File: src/rtl/inst_fetch_pkg.sv
// Shared widths, stall encoding, reset vector and bus payload types for the fetch stage.
package inst_fetch_pkg;

    localparam int unsigned STALL_BUS_WD = 6;
    localparam int unsigned BR_WD        = 33;
    localparam int unsigned IF_TO_ID_WD  = 33;
    localparam int unsigned PC_WD        = 32;

    localparam logic STOP    = 1'b1;
    localparam logic NO_STOP = 1'b0;

    // One word below the boot vector so the first increment lands on 0xBFC0_0000.
    localparam logic [PC_WD-1:0] PC_RESET_VEC = 32'hBFBF_FFFC;

    typedef enum logic [1:0] {
        ST_RESET = 2'd0,
        ST_RUN   = 2'd1,
        ST_HOLD  = 2'd2
    } if_state_e;

    typedef struct packed {
        logic             br_e;
        logic [PC_WD-1:0] br_addr;
    } br_bus_t;

    typedef struct packed {
        logic             ce;
        logic [PC_WD-1:0] pc;
    } if_to_id_t;

endpackage

File: src/rtl/inst_fetch_br_hold.sv
// Remembers the first redirect seen while the PC is held and gives it priority on release.
module br_hold
    import inst_fetch_pkg::*;
(
    input  logic             clk,
    input  logic             rst_n,
    input  logic             hold_i,
    input  logic             br_e_i,
    input  logic [PC_WD-1:0] br_addr_i,
    output logic             redirect_c_o,
    output logic [PC_WD-1:0] redirect_addr_c_o
);

    logic             pending_q, pending_d;
    logic [PC_WD-1:0] addr_q, addr_d;

    // Decode re-presents the same branch every stalled cycle, so only the first is captured.
    always_comb begin
        pending_d = pending_q;
        addr_d    = addr_q;
        if (hold_i) begin
            if (br_e_i && !pending_q) begin
                pending_d = 1'b1;
                addr_d    = br_addr_i;
            end
        end else begin
            pending_d = 1'b0;
        end
    end

    always_ff @(posedge clk or negedge rst_n) begin
        if (!rst_n) begin
            pending_q <= 1'b0;
            addr_q    <= '0;
        end else begin
            pending_q <= pending_d;
            addr_q    <= addr_d;
        end
    end

    assign redirect_c_o      = pending_q | br_e_i;
    assign redirect_addr_c_o = pending_q ? addr_q : br_addr_i;

endmodule

File: src/rtl/inst_fetch.sv
// Instruction fetch stage: PC register, redirect handling and SRAM request generation.
// Optional misaligned-fetch detection is enabled by defining INST_FETCH_ADEL_EN.
module inst_fetch
    import inst_fetch_pkg::*;
(
    input  logic                    clk,
    input  logic                    rst,
    input  logic [STALL_BUS_WD-1:0] stall,
    input  logic [BR_WD-1:0]        br_bus,
    output logic [IF_TO_ID_WD-1:0]  if_to_id_bus,
    output logic                    inst_sram_en,
    output logic [3:0]              inst_sram_wen,
    output logic [PC_WD-1:0]        inst_sram_addr,
    output logic [PC_WD-1:0]        inst_sram_wdata,
    output logic                    fetch_adel
);

    br_bus_t          br;
    if_to_id_t        if_to_id;
    if_state_e        state_q, state_d;
    logic [PC_WD-1:0] pc_q, pc_d;
    logic             ce_q, ce_d;
    logic             hold_pc;
    logic             redirect_c;
    logic [PC_WD-1:0] redirect_addr_c;
    logic [PC_WD-1:0] next_pc_c;
    logic             unused_stall;

    assign br           = br_bus_t'(br_bus);
    assign hold_pc      = (stall[0] == STOP);
    assign unused_stall = ^stall[STALL_BUS_WD-1:1];

    br_hold u_br_hold (
        .clk               (clk),
        .rst_n             (rst),
        .hold_i            (hold_pc),
        .br_e_i            (br.br_e),
        .br_addr_i         (br.br_addr),
        .redirect_c_o      (redirect_c),
        .redirect_addr_c_o (redirect_addr_c)
    );

    assign next_pc_c = redirect_c ? redirect_addr_c : pc_q + PC_WD'(4);

    // Next-state and PC/ce update.
    always_comb begin
        state_d = state_q;
        pc_d    = pc_q;
        ce_d    = ce_q;
        unique case (state_q)
            ST_RESET: state_d = ST_RUN;
            ST_RUN:   if (hold_pc)  state_d = ST_HOLD;
            ST_HOLD:  if (!hold_pc) state_d = ST_RUN;
            default:  state_d = ST_RESET;
        endcase
        if (!hold_pc) begin
            pc_d = next_pc_c;
            ce_d = 1'b1;
        end
    end

    always_ff @(posedge clk or negedge rst) begin
        if (!rst) begin
            state_q <= ST_RESET;
            pc_q    <= PC_RESET_VEC;
            ce_q    <= 1'b0;
        end else begin
            state_q <= state_d;
            pc_q    <= pc_d;
            ce_q    <= ce_d;
        end
    end

    assign if_to_id.ce  = ce_q;
    assign if_to_id.pc  = pc_q;
    assign if_to_id_bus = IF_TO_ID_WD'(if_to_id);

`ifdef INST_FETCH_ADEL_EN
    assign fetch_adel   = ce_q & (pc_q[1:0] != 2'b00);
    assign inst_sram_en = ce_q & ~fetch_adel;
`else
    assign fetch_adel   = 1'b0;
    assign inst_sram_en = ce_q;
`endif

    assign inst_sram_addr  = pc_q;
    assign inst_sram_wen   = 4'b0000;
    assign inst_sram_wdata = '0;

endmodule

File: config.mk
export PLATFORM = sky130hd
export DESIGN_NAME = inst_fetch
export DESIGN_NICKNAME = d
export VERILOG_FILES = /design/src/rtl/inst_fetch_pkg.sv /design/src/rtl/inst_fetch_br_hold.sv /design/src/rtl/inst_fetch.sv
export SDC_FILE = /design/constraint.sdc
export NUM_CORES = 1
export LEC_CHECK = 0
export BUFFER_PORTS_ARGS = -buffer_cell sky130_fd_sc_hd__buf_2
export CAP_MARGIN = 10
export CORE_UTILIZATION = 55
export CTS_CLUSTER_DIAMETER = 80
export DETAILED_ROUTE_END_ITERATION = 6
export GPL_ROUTABILITY_DRIVEN = 1
export PLACE_DENSITY = 0.86
export RECOVER_POWER = 50
export SYNTH_ARGS = -nofsm -noshare
export SYNTH_HDL_FRONTEND = slang
export SYNTH_SLANG_ARGS = --single-unit
File: constraint.sdc
create_clock -name clk -period 4.5 [get_ports clk]
set_clock_uncertainty 0.05 [all_clocks]
set_input_delay 0.225 -clock clk [delete_from_list [all_inputs] [get_ports clk]]
set_output_delay 0.225 -clock clk [all_outputs]
set_load 0.02 [all_outputs]
==> reports/qor.yml, run 1 <==
grt_pass1_vias: 3572
finalSetupViolations: 0
sw_frac_of_total_pct: 36.42
rows: 32
wl_um: 10610
synth_edf_count: 0
clk_latency_ns: 0.34
hold_viol: 0
seq_power_share_pct: 43.3
syn_to_final_growth_pct: 7.790
synth.yosys.seq_area_share_pct: 38.89
min_period_over_period_pct: 53.83
antenna_found_initial: 0
clkTransAtPathRegs_ns: 0.07
ys_seq_elements: 66
overflow: 0
dieArea_mm2: 0.008244
p_per_area_mw_per_mm2: 441.4
rsz0062_at_grt: "false"
die_h_um: 90.80
core-area_mm2: 0.007687
fill_cells: 685
initial_utilization_pct: 56.41
hp-class: "in2async"
worst_slack_ns: 2.077
die_x_um: 90.80
place_congestion: 0.8296
fin_crit_ns: 2.423
crit_chain: "ha_1, and2_2, nand4_1, o311a_1, or3_1"
netlist_area_mm2: 0.004337
ctsLongestPathBuffers: 2
drc: 0
hpwl_um: 7105
reg2reg_slack_ns: 2.08
p_leak_uw: 0.001992
ir_drop_mv: 0.3009
synthFlopType: "dfrtp_1"
drv_cap: 0
critPathMaxStageDelay_ns: 0.66
drt-initial-drc-count: 283
fmaxAchievable_mhz: 412.8
port_buffers: 101
dp.cells: 605
cts_inserted_buffers: 9
internal_power_uw: 1312
p_total_uw: 2063
crit_type: "reg2reg"
cts_setup_buffers: 0
pre_cts_slack_ns: 2.200
crit_fanout: 11
ctsHoldBuffers: 0
grt_pass1_wl_um: 17090
cts_tree: "done"
synth_area_leaders: "dfrtp_1, dfstp_2, buf_4, mux2_2, nand2_1"
cts_num_sinks: 66
cts-root-buf: "clkbuf_8"
combPwrFrac_pct: 28.3
switching_power_uw: 751.6
syn_inst: 465
vias_per_cell: 6.118
worstPathRequired_ns: 4.72
nets: 556
async_reset_ff_share_pct: 100.0
fin_cells: 621
track_usage_pct: 26.01
layout-drive-gt1-share_pct: 30.83
yosysTopAreaCellShare_pct: 21.93
io_pins: 144
postSynthAreaPerCell_um2: 9.326
first_pass_iters: 7
end_kind: "flop"
ant_nets: 0
antenna_cells: 0
slowest_stage: "dfstp_1"
worst_slew_pin_slew_ns: 0.8529
maxSlewViolCount: 0
yosys_warnings: 0
htree_levels: 3
post_cts_resized: 0
grt_max_degree: 67
arrival_ns: 2.64
synth.largest_area_cell: "dfrtp_1"
clockPowerShare_pct: 28.4
tns_ns: 0
routedWlPerCell_um: 17.09
synth.distinct_cells: 61
start_kind: "flop"
vias: 3799
relSlewSlack_pct: 43.14
status: "complete, no violations"
==> critical path, delay by kind of cell (launching register included) <==
kind	cells	cell delay, ns
adders and majority gates	1	0.26
DFF	1	0.66
and+or+nand+nor	3	0.95
AOI/OAI and AO/OA	1	0.42
==> synthesized netlist by cell type, types with 7 or more instances <==
cell type,number
buf_4,70
o211ai_1,8
nor2_1,18
dfstp_2,28
a21oi_1,14
clkbuf_1,24
nand3_1,10
inv_1,8
nor3_1,11
nand2_1,39
nand4_1,12
a22oi_1,19
mux2_2,32
and3_1,7
nor4_1,9
dfrtp_1,38
o21ai_0,28
==> cell usage in the layout, fill, tap and decap left out, drive strengths merged, types with 4 or more instances in the layout <==
cell and instances:
a21oi 14, a221oi 5, a22o 6, a22oi 19, a311o 5, a31oi 5
and3 8, and4 6, buf 83, clkbuf 37, conb 37, dfrtp 38
dfstp 28, inv 8, mux2 32, nand2 39, nand3 10, nand4 13
nor2 18, nor3 11, nor4 9, o211ai 8, o21ai 28, or3 4
==> routing by layer <==
| layer | share of wire, % | global-route usage [%] | vias up |
|---|---|---|---|
| met2 | 48 | 42.87 | 241 |
| met1 | 41 | 32.81 | 1823 |
| met4 | 2.0 | 11.24 | 0 |
| met3 | 9.1 | 5.808 | 23 |
| met5 | 0 | 0 | - |
| li1 | - | - | 1712 |
==> cells by family (layout without fill, tap and decap cells) <==
group | after synthesis | after routing | share of synthesized area, %
AO/OA/AOI/OAI | 120 | 120 | 19.68
AND/OR/NAND/NOR | 126 | 126 | 15.29
adder cells (fa/ha/maj) | 1 | 1 | 0.2885
multiplexers | 35 | 35 | 9.002
other | 1 | 37 | 0.08647
flip-flops | 66 | 66 | 38.89
buffers and inverters | 116 | 134 | 16.76
==> power groups by stage <==
stage | Combinational, uW | Clock, uW | Sequential (uW)
2_1_floorplan | 461 | 0 | 922
3_3_place_gp | 575 | 0 | 888
3_5_place_dp | 593 | 0 | 902
4_1_cts | 596 | 597 | 891
5_1_grt | 626 | 622 | 912
6_report | 583 | 587 | 894
==> stage by stage <==
| stage | util, % | hold WS (ns) | area, um2 |
|---|---|---|---|
| after floorplan | - | -0.1206 | 4472 |
| after global placement | 58.12 | 0.4092 | 4468 |
| after detailed placement | 58.12 | 0.4093 | 4468 |
| after CTS | 61.21 | 0.04000 | 4706 |
| after global routing | 60.81 | 0.06758 | 4674 |
| final | 60.81 | 0.001372 | 4674 |
==> state kept, by name (all words and copies together) (netlist names) <==
register / count
inst_sram_addr: 32
inst_sram_en: 1
u_br_hold.addr_q: 32
u_br_hold.pending_q: 1
==> final timing paths <==
path / start / endpoint / cells past startpoint
setup reg to reg: inst_sram_addr[2]$_DFFE_PN1N_ / inst_sram_addr[28]$_DFFE_PN1N_ / 5
min in group clk: br_bus[1] / u_br_hold.addr_q[1]$_DFFE_PN0P_ / 2
hold / removal: rst / u_br_hold.addr_q[28]$_DFFE_PN0P_ / 2
max in group asynchronous: rst / u_br_hold.addr_q[19]$_DFFE_PN0P_ / 2
setup / recovery: inst_sram_addr[2]$_DFFE_PN1N_ / inst_sram_addr[28]$_DFFE_PN1N_ / 5
hold reg to reg: inst_sram_en$_DFFE_PN0N_ / inst_sram_en$_DFFE_PN0N_ / 1
==> area by class of cell <==
type | count | area [um2] | area share [%]
tap | 102 | 127.6 | 2.730
sequential | 66 | 1687 | 36.08
inverter | 10 | 37.54 | 0.8030
timing repair buffer | 108 | 526.8 | 11.27
clock inverter | 4 | 72.57 | 1.552
multi-input combinational | 319 | 2058 | 44.03
clock buffer | 12 | 165.2 | 3.533
(Power assumes the default switching activity.)
==> run 2, diff against run 1 <==
--- a/config.mk
+++ b/config.mk
@@ -7,11 +7,11 @@
 export LEC_CHECK = 0
 export BUFFER_PORTS_ARGS = -buffer_cell sky130_fd_sc_hd__buf_2
 export CAP_MARGIN = 10
-export CORE_UTILIZATION = 55
+export CORE_UTILIZATION = 51
 export CTS_CLUSTER_DIAMETER = 80
 export DETAILED_ROUTE_END_ITERATION = 6
 export GPL_ROUTABILITY_DRIVEN = 1
-export PLACE_DENSITY = 0.86
+export PLACE_DENSITY = 0.81
 export RECOVER_POWER = 50
 export SYNTH_ARGS = -nofsm -noshare
 export SYNTH_HDL_FRONTEND = slang
==> constraint.sdc (replaced) <==
create_clock -name clk -period 2.3 [get_ports clk]
set_clock_uncertainty 0.05 [all_clocks]
set_input_delay 0.115 -clock clk [delete_from_list [all_inputs] [get_ports clk]]
set_output_delay 0.115 -clock clk [all_outputs]
set_load 0.02 [all_outputs]
==> reports/qor.yml, run 2 (synthesis gave the netlist of run 1 again) <==
cts_tree: "done"
violations: "capacitance limit, slew limit"
grt_pass1_wl_um: 17880  # +4.6%
dpl_cell_area_mm2: 0.004589  # +2.7%
arrival_ns: 2.37  # -0.27 ns
overflow: 0  # unchanged
drt-initial-drc-count: 249  # -12%
start_kind: "flop"
hpwl_um: 7447  # +4.8%
track_usage_pct: 26.00  # about the same
most-common-layout-cells: "buf_2, nand2_1, dfrtp_1, conb_1"
first_pass_iters: 5  # -2
syn_to_final_growth_pct: 16.73
fin_crit_ns: 2.153  # -0.2691 ns
clk_latency_ns: 0.35  # about the same
seq_power_share_pct: 43.1  # -0.2 points
crit_fanout: 7  # -4
maxSlewViolCount: 67  # +67
p_total_uw: 3988  # +93%
die_x_um: 94.22  # +3.8%
wl_um: 11160  # +5.1%
grt_pass1_vias: 3728  # +4.4%
vias: 3910  # +2.9%
crit_type: "reg2reg"
layout-drive-gt1-share_pct: 30.27  # -0.56 points
rsz0062_at_grt: "false"
hold_viol: 0  # unchanged
vias_per_cell: 5.836  # -4.6%
die_h_um: 94.22  # +3.8%
cts_inserted_buffers: 9  # unchanged
ant_nets: 0  # unchanged
antenna_cells: 0  # unchanged
ctsLongestPathBuffers: 2  # unchanged
switching_power_uw: 1469  # +95%
combPwrFrac_pct: 31.2  # +2.9 points
place_congestion: 0.8299  # about the same
min_period_over_period_pct: 93.63  # +40 points
worst_slack_ns: 0.1466  # -1.931 ns
clkTransAtPathRegs_ns: 0.07  # about the same
io_pins: 144  # unchanged
worstPathRequired_ns: 2.52  # -2.20 ns
drc: 0  # unchanged
dieArea_mm2: 0.008876  # +7.7%
internal_power_uw: 2520  # +92%
p_per_area_mw_per_mm2: 787.8  # +78%
status: "finished with violations"
layout_commonest_cell: "buf_2"
hp-class: "in2reg"
cts-root-buf: "clkbuf_8"
p_leak_uw: 0.002167  # +8.8%
htree_levels: 3  # unchanged
rows: 33  # +3.1%
port_buffers: 101  # unchanged
fmaxAchievable_mhz: 464.4  # +12%
sw_frac_of_total_pct: 36.83  # +0.40 points
finalSetupViolations: 0  # unchanged
worst_slew_pin_slew_ns: 1.621  # +0.7686 ns
end_kind: "flop"
grt_max_degree: 67  # unchanged
pre_cts_slack_ns: 0.1732  # -2.027 ns
post_cts_resized: 0  # unchanged
ir_drop_mv: 0.4933  # +64%
tns_ns: 0  # unchanged
relSlewSlack_pct: -8.096  # -51 points
routedWlPerCell_um: 16.65  # -2.6%
antenna_found_initial: 0  # unchanged
nets: 602  # +8.3%
final_cell_area_mm2: 0.005062  # +8.3%
drv_cap: 1  # +1
initial_utilization_pct: 52.78  # -3.6 points
core-area_mm2: 0.008217  # +6.9%
cts_num_sinks: 66  # unchanged
clockPowerShare_pct: 25.6  # -2.8 points
==> run 2: cell types whose count changed in the layout (fill, tap and decap cells not counted), sizes merged <==
cell,previous run,this run
dlygate4sd3,0,32
buf,83,91
clkbuf,37,45
bufinv,2,1
clkinvlp,1,0
==> run 2: what timing repair did <==
| action | CTS | global route |
|---|---|---|
| hold endpoints to repair | 69 | 0 |
| buffers inserted | 0 | 0 |
| hold buffers | 32 | 0 |
==> run 2: layer usage <==
metal | vias to the layer above | track usage (%) | wire length, um
li1 | 1804 | - | -
met1 | 1915 | 31.55 | 4654
met2 | 168 | 44.57 | 5528
met3 | 23 | 5.259 | 777
met4 | 0 | 10.77 | 195
met5 | - | 0 | 0
==> run 2: stage by stage <==
stage / hold WS, ns / instances / utilization (%)
2_1_floorplan: -0.2306 / 501 / -
3_5_place_dp: 0.1107 / 622 / 55.86
5_1_grt: 0.01461 / 670 / 61.61
6_report: 0.008172 / 670 / 61.61
4_1_cts: 0.001367 / 670 / 62.28
3_3_place_gp: 0.1110 / 622 / 55.86
==> run 2: worst paths after layout <==
kind                                                         end                     startpoint  slack (ns)  cells past startpoint
worst max-delay path              inst_sram_addr[28]$_DFFE_PN1N_  inst_sram_addr[7]$_DFFE_PN1N_        0.15                      4
worst min-delay path            u_br_hold.addr_q[24]$_DFFE_PN0P_                     br_bus[24]       0.008                      2
worst max register to register    inst_sram_addr[28]$_DFFE_PN1N_  inst_sram_addr[7]$_DFFE_PN1N_        0.15                      4
worst min register to register          inst_sram_en$_DFFE_PN0N_       inst_sram_en$_DFFE_PN0N_        0.45                      1
max in group asynchronous       u_br_hold.addr_q[24]$_DFFE_PN0P_                            rst        0.47                      3
min in group asynchronous       u_br_hold.addr_q[29]$_DFFE_PN0P_                            rst        0.75                      3
==> run 2: power by group through the flow <==
stage	Clock [uW]	Sequential (uW)	Combinational, uW
finish	1020	1720	1240
CTS	1040	1710	1270
global placement	0	1700	1200
floorplan	0	1800	902
global route	1090	1750	1350
detailed placement	0	1730	1230
==> run 2: final cells by class <==
class,instances,area (um2)
multi-input combinational,319,2058
timing repair buffer,154,940.9
inverter,10,37.54
clock inverter,2,35.03
fill,703,3154
clock buffer,14,172.7
tap,105,131.4
sequential,66,1687
==> run 2: critical path, stage by stage, from the launching register on <==
cell,delay [ns]
dfstp_2,0.59
nand3_1,0.15
or4_4,0.60
o311a_1,0.35
or3_1,0.34
